[src/rtl/alu_seq.sv]
// Sequential ALU: single-cycle add/sub/and/or/sll/sra, iterative signed mul/div
// (one bit per cycle), valid/ready handshake on both sides, registered flags.
module alu_seq #(
  parameter int unsigned WIDTH   = 32,
  parameter int unsigned SHAMT_W = 5
) (
  input  logic               clock,
  input  logic               reset,
  input  logic               in_valid,
  output logic               in_ready,
  input  logic [WIDTH-1:0]   data_operandA,
  input  logic [WIDTH-1:0]   data_operandB,
  input  logic [4:0]         ctrl_ALUopcode,
  input  logic [SHAMT_W-1:0] ctrl_shiftamt,
  output logic               out_valid,
  input  logic               out_ready,
  output logic [WIDTH-1:0]   data_result,
  output logic               isNotEqual,
  output logic               isLessThan,
  output logic               overflow,
  output logic               exception
);

  localparam int unsigned    CNT_W   = $clog2(WIDTH);
  localparam logic [4:0]     OP_ADD  = 5'b00000;
  localparam logic [4:0]     OP_SUB  = 5'b00001;
  localparam logic [4:0]     OP_AND  = 5'b00010;
  localparam logic [4:0]     OP_OR   = 5'b00011;
  localparam logic [4:0]     OP_SLL  = 5'b00100;
  localparam logic [4:0]     OP_SRA  = 5'b00101;
  localparam logic [4:0]     OP_MUL  = 5'b00110;
  localparam logic [4:0]     OP_DIV  = 5'b00111;
  localparam logic [WIDTH-1:0] MIN_NEG = {1'b1, {(WIDTH-1){1'b0}}};

  typedef enum logic [1:0] {IDLE, CALC, DONE} state_t;

  state_t             state_q, state_d;
  logic               in_ready_q, in_ready_d;
  logic [CNT_W-1:0]   cnt_q, cnt_d;
  logic [WIDTH-1:0]   hi_q, hi_d, lo_q, lo_d, mag_q, mag_d;
  logic               is_div_q, is_div_d, neg_q, neg_d;
  logic               ne_p_q, ne_p_d, lt_p_q, lt_p_d, dovf_q, dovf_d;
  logic [WIDTH-1:0]   res_q, res_d;
  logic               ne_q, ne_d, lt_q, lt_d, ovf_q, ovf_d, exc_q, exc_d;

  logic [WIDTH-1:0]   a_abs, b_abs, sum, diff;
  logic               add_ovf, sub_ovf, cmp_ne, cmp_lt, accept, long_op;
  logic [WIDTH:0]     mul_sum, div_sh, div_tr;
  logic [WIDTH-1:0]   step_hi, step_lo, quot;
  logic [2*WIDTH-1:0] prod_s;
  logic               mul_ovf;

  assign in_ready    = in_ready_q;
  assign out_valid   = (state_q == DONE);
  assign data_result = res_q;
  assign isNotEqual  = ne_q;
  assign isLessThan  = lt_q;
  assign overflow    = ovf_q;
  assign exception   = exc_q;

  // Operand-side arithmetic and comparison flags for the request at the inputs.
  always_comb begin
    a_abs   = data_operandA[WIDTH-1] ? -data_operandA : data_operandA;
    b_abs   = data_operandB[WIDTH-1] ? -data_operandB : data_operandB;
    sum     = data_operandA + data_operandB;
    diff    = data_operandA - data_operandB;
    add_ovf = (data_operandA[WIDTH-1] == data_operandB[WIDTH-1]) &&
              (sum[WIDTH-1] != data_operandA[WIDTH-1]);
    sub_ovf = (data_operandA[WIDTH-1] != data_operandB[WIDTH-1]) &&
              (diff[WIDTH-1] != data_operandA[WIDTH-1]);
    cmp_ne  = (diff != '0);
    cmp_lt  = diff[WIDTH-1] ^ sub_ovf;
    accept  = in_valid && in_ready_q;
    long_op = (ctrl_ALUopcode == OP_MUL) ||
              ((ctrl_ALUopcode == OP_DIV) && (data_operandB != '0));
  end

  // One iteration of the magnitude datapath; hi/lo are shared by mul (accumulator /
  // multiplier) and div (remainder / dividend-then-quotient). Sign is reapplied last.
  always_comb begin
    mul_sum = {1'b0, hi_q} + (lo_q[0] ? {1'b0, mag_q} : '0);
    div_sh  = {hi_q, lo_q[WIDTH-1]};
    div_tr  = div_sh - {1'b0, mag_q};
    if (is_div_q) begin
      if (!div_tr[WIDTH]) begin
        step_hi = div_tr[WIDTH-1:0];
        step_lo = {lo_q[WIDTH-2:0], 1'b1};
      end else begin
        step_hi = div_sh[WIDTH-1:0];
        step_lo = {lo_q[WIDTH-2:0], 1'b0};
      end
    end else begin
      step_hi = mul_sum[WIDTH:1];
      step_lo = {mul_sum[0], lo_q[WIDTH-1:1]};
    end
    prod_s  = neg_q ? -{step_hi, step_lo} : {step_hi, step_lo};
    mul_ovf = !((&prod_s[2*WIDTH-1:WIDTH-1]) || ~(|prod_s[2*WIDTH-1:WIDTH-1]));
    quot    = neg_q ? -step_lo : step_lo;
  end

  // Next-state and output-register logic.
  always_comb begin
    state_d  = state_q;
    cnt_d    = cnt_q;
    hi_d     = hi_q;
    lo_d     = lo_q;
    mag_d    = mag_q;
    is_div_d = is_div_q;
    neg_d    = neg_q;
    ne_p_d   = ne_p_q;
    lt_p_d   = lt_p_q;
    dovf_d   = dovf_q;
    res_d    = res_q;
    ne_d     = ne_q;
    lt_d     = lt_q;
    ovf_d    = ovf_q;
    exc_d    = exc_q;
    case (state_q)
      IDLE: begin
        if (accept) begin
          if (long_op) begin
            state_d  = CALC;
            cnt_d    = '0;
            hi_d     = '0;
            is_div_d = (ctrl_ALUopcode == OP_DIV);
            lo_d     = (ctrl_ALUopcode == OP_DIV) ? a_abs : b_abs;
            mag_d    = (ctrl_ALUopcode == OP_DIV) ? b_abs : a_abs;
            neg_d    = data_operandA[WIDTH-1] ^ data_operandB[WIDTH-1];
            ne_p_d   = cmp_ne;
            lt_p_d   = cmp_lt;
            dovf_d   = (ctrl_ALUopcode == OP_DIV) && (data_operandA == MIN_NEG) &&
                       (data_operandB == '1);
          end else begin
            state_d = DONE;
            ne_d    = cmp_ne;
            lt_d    = cmp_lt;
            res_d   = '0;
            ovf_d   = 1'b0;
            exc_d   = 1'b0;
            case (ctrl_ALUopcode)
              OP_ADD: begin res_d = sum;  ovf_d = add_ovf; end
              OP_SUB: begin res_d = diff; ovf_d = sub_ovf; end
              OP_AND: res_d = data_operandA & data_operandB;
              OP_OR:  res_d = data_operandA | data_operandB;
              OP_SLL: res_d = data_operandA << ctrl_shiftamt;
              OP_SRA: res_d = $signed(data_operandA) >>> ctrl_shiftamt;
              default: exc_d = 1'b1;
            endcase
          end
        end
      end
      CALC: begin
        hi_d  = step_hi;
        lo_d  = step_lo;
        cnt_d = cnt_q + CNT_W'(1);
        if (cnt_q == CNT_W'(WIDTH - 1)) begin
          state_d = DONE;
          cnt_d   = '0;
          ne_d    = ne_p_q;
          lt_d    = lt_p_q;
          exc_d   = 1'b0;
          res_d   = is_div_q ? quot : prod_s[WIDTH-1:0];
          ovf_d   = is_div_q ? dovf_q : mul_ovf;
        end
      end
      DONE: begin
        if (out_ready) state_d = IDLE;
      end
      default: state_d = IDLE;
    endcase
    in_ready_d = (state_d == IDLE);
  end

  // State and output registers; reset drops any in-flight operation.
  always_ff @(posedge clock or negedge reset) begin
    if (!reset) begin
      state_q    <= IDLE;
      in_ready_q <= 1'b0;
      cnt_q      <= '0;
      hi_q       <= '0;
      lo_q       <= '0;
      mag_q      <= '0;
      is_div_q   <= 1'b0;
      neg_q      <= 1'b0;
      ne_p_q     <= 1'b0;
      lt_p_q     <= 1'b0;
      dovf_q     <= 1'b0;
      res_q      <= '0;
      ne_q       <= 1'b0;
      lt_q       <= 1'b0;
      ovf_q      <= 1'b0;
      exc_q      <= 1'b0;
    end else begin
      state_q    <= state_d;
      in_ready_q <= in_ready_d;
      cnt_q      <= cnt_d;
      hi_q       <= hi_d;
      lo_q       <= lo_d;
      mag_q      <= mag_d;
      is_div_q   <= is_div_d;
      neg_q      <= neg_d;
      ne_p_q     <= ne_p_d;
      lt_p_q     <= lt_p_d;
      dovf_q     <= dovf_d;
      res_q      <= res_d;
      ne_q       <= ne_d;
      lt_q       <= lt_d;
      ovf_q      <= ovf_d;
      exc_q      <= exc_d;
    end
  end

endmodule

[config.mk]
export PLATFORM = sky130hd
export DESIGN_NAME = alu_seq
export DESIGN_NICKNAME = d
export VERILOG_FILES = /design/src/rtl/alu_seq.sv
export SDC_FILE = /design/constraint.sdc
export NUM_CORES = 1
export LEC_CHECK = 0
export BUFFER_PORTS_ARGS = -buffer_cell sky130_fd_sc_hd__clkbuf_2
export CAP_MARGIN = 20
export CELL_PAD_IN_SITES_DETAIL_PLACEMENT = 1
export CELL_PAD_IN_SITES_GLOBAL_PLACEMENT = 1
export CORE_MARGIN = 2
export CORE_UTILIZATION = 51
export DETAILED_ROUTE_END_ITERATION = 6
export PLACE_DENSITY = 0.91
export SYNTH_ARGS = -nofsm -noshare
export SYNTH_HDL_FRONTEND = slang
export SYNTH_SLANG_ARGS = --single-unit
[constraint.sdc]
create_clock -name clock -period 16.6 [get_ports clock]
set_input_delay 3.32 -clock clock [delete_from_list [all_inputs] [get_ports clock]]
set_output_delay 3.32 -clock clock [all_outputs]
set_load 0.03 [all_outputs]
* Word level (Yosys, flattened, before mapping) *
Cells that the tools add are included.

cells by class
  mux-type cells = 51
  reduce and logical (&&, ||, !) cells = 21
  bitwise operators = 5
  shift-type cells = 2
  $add $sub $neg = 9
  equal/unequal tests = 20

operators by type and width
  operator              number
  $mux 32               17
  $pmux 32 s2           3
  $pmux 32 s6           1
  $neg 32->32           3
  $eq 32x32->1 const B  2
  $mux 64               1
  $neg 64->64           1
  $reduce_bool 32->1    2
  $add 32x32->33        1
  $reduce_and 33->1     1
  $reduce_or 33->1      1
  $sub 33x32->33        1
  $add 32x32->32        1
  $and 32x32->32        1
  $or 32x32->32         1
  $shl 32x5->32         1
  $sshr 32x5->32        1
  $sub 32x32->32        1
  $eq 5x3->1 const B    4
  $mux 1                15
  $mux 5                3
  $eq 5x2->1 const B    2
  $pmux 1 s2            5
  $pmux 5 s2            1
  21 further kinds      38

storage, ports and cells
  register bits after elaboration = 145
  bits of input ports = 78
  word-level logic and storage cells = 124
  output and inout bits = 38

* Logic depth before layout (Yosys ltp) *
  word-level depth = 12
  mapped depth = 32
  gate-level depth less buffers = 31

* Worst setup path before layout *
No wires, ideal clock.

  path type = input to register
  start point = input data_operandA[2]
  end point = register ne_p_q
  data required time = 16.475 ns
  path slack = 7.018 ns
  path buffers = 0
  cell stages on the path = 30
  setup time = 0.125 ns
  data arrival time = 9.457 ns
  path through = inv_1 ha_1 inv_1 a21oi_1 o21bai_1 a21oi_1 o21bai_1 a211oi_1 o41ai_1 a2111o_1 a311o_1 a21oi_1 o21bai_1 a211oi_1 nor2_1 nor2_1 o21bai_1 fa_1 nor4_1 nand3_1 a2111oi_0 nand3_1 nor4_1 o2111ai_1 a2111oi_0 nand4_1 or4_1 nor3_1 nand4_1 mux2_2

on the way
  word-level cells in the longest chain between the ends = 2

ends and longest elaborated chain
  item                  line  source
  from (decl)           11    input logic [WIDTH-1:0] data_operandA,
  $sub 32x32->32        66    diff = data_operandA - data_operandB;
  $reduce_bool 32->1    71    cmp_ne = (diff != '0);
  to (signal assigned)  202   ne_p_q <= ne_p_d;
  to (decl)             42    logic ne_p_q, ne_p_d, lt_p_q, lt_p_d, dovf_q, dovf_d;

No other way between the ends.
A chain may end at the register's enable or synchronous reset.

* Worst setup path after layout *
Ends and elaborated chain as after synthesis.

==> results_dict.tcl <==
set metrics [dict create \
    outcome "complete, no violations" \
    crit_arrival_ns 12.30 \
    area_of_combinational_cells_with_multiple_inputs_sq_um 17200 \
    netlist.top_cell.by_area "sky130_fd_sc_hd__dfrtp_1" \
    synth_xor_area_share_pct 7.49 \
    synth-adder-area-share_pct 9.79 \
    cts_sink_cnt 145 \
    layout-area-overhead-vs-synth_pct 6.84 \
    drt_pre_antenna_iters 6 \
    post_cts_resize_count 0 \
    finalClockSkew_ns 0.0114 \
    postSynthNetCount 3244 \
    post-synth-top-count-cell "sky130_fd_sc_hd__nand2_1" \
    finalMaxSlewViolations 0 \
    timing.reg2reg.worst_path_depth 29 \
    max_stage_delay_ns 0.67 \
    grt_max_degree 122 \
    cts.root.buffer_cell "sky130_fd_sc_hd__clkbuf_16" \
    fin_util_pct 55.1 \
    worstHoldPathCells 2 \
    place.gp.congestion 1.02 \
    layout_min_cycle_time_ns 11.96 \
    worstSetupEndpointType "flip-flop" \
    layout.filler_cells 5446 \
    drtAntennaViolNets 0 \
    clock_latency_ns 0.46 \
    tritoncts.num_buffers 17 \
    mux_share_of_post_synthesis_cell_area_pct 9.73 \
    irDropWorstVdd_mv 0.145 \
    clkSlewWorstSetupHoldPaths_ns 0.07 \
    die_x_um 212 \
    synth_edf_count 0 \
    cts_tree "yes" \
    core_area_sq_um 42900 \
    tightest_slew_ns 1.16 \
    grt_first_pass_wirelength_um 160000 \
    grt_setup_unrepaired "false" \
    setup_total_negative_slack_ns 0 \
    slew-limit-headroom_pct 21.9 \
    finish.net_count 3215 \
    port_bufs 115 \
    period_share_pct 72.0 \
    num_vias 25462 \
    synthFlopType "sky130_fd_sc_hd__dfrtp_1" \
    synth_largest_type_area_fraction_pct 16.4 \
    floorplan.die_area_sq_um 45000 \
    power_density_nw_per_um2 170 \
    drt_first_iter_violations 3061 \
    vert_die_dim_um 212 \
    crit_path_max_fanout 8 \
    register_area_sq_um 3630 \
    layout-drive-gt1-share_pct 9.87 \
    drc_errors 0 \
    post_synthesis_sequential_element_count 145 \
    cts_hold_buf 0 \
    yosys-top-cells-count "325 x sky130_fd_sc_hd__nand2_1, 312 x sky130_fd_sc_hd__o21ai_0, 257 x sky130_fd_sc_hd__nor2_1" \
    synth-seq-area-share_pct 16.4 \
    synth_top_family_by_area "compound AO/OA/AOI/OAI gates" \
    crit_path_start_kind "primary input" \
    io-pin-count 116 \
    async_s_r_ff_share_synth_pct 100 \
    report.final.setup_viol 0 \
    routed_wire_length_per_instance_um 30.5 \
    htree_num_levels 4 \
    power.leakage_nw 10.1 \
    synth_warnings 0 \
    timing.hold.ws_ns 0.494 \
    compound_gate_portion_of_the_synthesized_area_pct 29.8 \
    netlist_area_sq_um 22100 \
    cts_post_setup_buffers_inserted 0 \
    grt_antenna_before_repair 5 \
    worstSetupPathType "primary input to flip-flop" \
    overflow 0 \
    avgViaCountPerCell 7.14 \
    hold_violations 0 \
    synth.area.top_cells "sky130_fd_sc_hd__dfrtp_1 16%, sky130_fd_sc_hd__ha_1 9.3%, sky130_fd_sc_hd__o21ai_0 7.1%, sky130_fd_sc_hd__mux2i_1 5.7%, sky130_fd_sc_hd__nand2_1 5.5%" \
    postRouteWirelength_um 109000 \
    max-cap-violations 0 \
    post-dp-hpwl_um 83400 \
    min-delay-path-class "flip-flop to flip-flop" \
    grt_pass1_vias 25365 \
    netlist-cell-type-count 103 \
    maxClockFrequency_ghz 0.0836 \
    grt_usage_pct 47.4 \
    netlist_instances 2996 \
    syn-mean-instance-area_sq_um 7.38 \
    timing.critical_path.mode_cell "sky130_fd_sc_hd__o21bai_1" \
    max-clock-path-buffers 2 \
    floorplan.rows 76 \
    timing.critical_path.required_ns 16.94 \
    starting_density_of_the_core_pct 51.5 \
    critical_path.slowest_cell "sky130_fd_sc_hd__a2111oi_0" \
    synth_simple_gate_area_share_pct 20.6 \
]
==> per-layer routing <==
| metal | track usage (%) | vias to the layer above | wire length, um |
|---|---|---|---|
| met1 | 57.6 | 12611 | 41400 |
| met3 | 8.66 | 433 | 9550 |
| li1 | - | 10917 | - |
| met5 | 0 | - | 39 |
| met2 | 76.0 | 1495 | 49100 |
| met4 | 33.5 | 6 | 8690 |
==> placed cells by master (no fill, tap or decap), types with 52 or more instances in the layout <==
cell type,synthesis,layout
sky130_fd_sc_hd__o21ai_0,312,312
sky130_fd_sc_hd__dfrtp_1,145,143
sky130_fd_sc_hd__a21oi_1,220,219
sky130_fd_sc_hd__nand2_1,325,325
sky130_fd_sc_hd__mux2i_1,126,126
sky130_fd_sc_hd__clkbuf_2,0,112
sky130_fd_sc_hd__inv_1,149,149
sky130_fd_sc_hd__nor2_1,257,256
sky130_fd_sc_hd__xnor2_1,137,137
sky130_fd_sc_hd__xor2_1,52,52
sky130_fd_sc_hd__nor3_1,68,66
sky130_fd_sc_hd__ha_1,165,165
==> through the flow <==
| step | setup WS (ns) | cell area [sq um] | cells | power (mW) |
|---|---|---|---|---|
| 3_5_place_dp | 4.41 | 23000 | 3532 | 3.42 |
| 6_report | 4.64 | 23600 | 3568 | 4.01 |
| 5_1_grt | 4.22 | 23600 | 3566 | 4.22 |
| 4_1_cts | 4.87 | 23600 | 3564 | 3.91 |
| 2_1_floorplan | 7.02 | 22100 | 2996 | 2.61 |
| 3_3_place_gp | 4.61 | 23000 | 3532 | 3.29 |
==> critical path: cells and delay by family <==
kind            cells  cell delay, ns
simple gates       10            2.28
compound gates     15            4.80
fa+ha+maj           2            0.96
buf+inv             4            0.60
mux                 1            0.29
==> worst paths after layout <==
check	start	end	slack, ns
hold / removal	isNotEqual$_DFFE_PN0P_	isNotEqual$_DFFE_PN0P_	0.49
min in group asynchronous	reset	hi_q[8]$_DFFE_PN0P_	2.88
max in group asynchronous	reset	neg_q$_DFFE_PN0P_	12.18
hold reg to reg	isNotEqual$_DFFE_PN0P_	isNotEqual$_DFFE_PN0P_	0.49
setup reg to reg	lo_q[31]$_DFFE_PN0P_	overflow$_DFFE_PN0P_	7.26
setup / recovery	data_operandA[2]	ne_p_q$_DFFE_PN0P_	4.64
==> cell type report <==
type,instances,share of cell area [%]
Inverter,153,2.43
Timing Repair Buffer,152,3.74
Clock buffer,20,1.93
Tap cell,585,3.10
Sequential cell,145,15.4
Multi-Input combinational cell,2498,72.7
Clock inverter,12,0.726
Antenna cell,3,0.0318
==> where the power goes <==
part	switching, mW	total (mW)	internal [mW]
Sequential	0.202	0.709	0.507
Clock	0.181	0.429	0.249
Combinational	1.88	2.87	0.991
Total	2.26	4.01	1.75
==> logic make-up after synthesis <==
family                     count (synthesis)
AOI/OAI and AO/OA                       1008
and+or+nand+nor                          957
buffers and inverters                    353
xor gates and xnor gates                 189
muxes                                    174
adders and majority gates                170
DFF                                      145
==> flip-flops by register name, indices dropped and copies added, names as in the netlist, 2 cells and up <==
signal       count
state_q          2
mag_q           32
lo_q            32
cnt_q            5
data_result     32
hi_q            32
No activity file was read; power rests on OpenSTA's default activity.
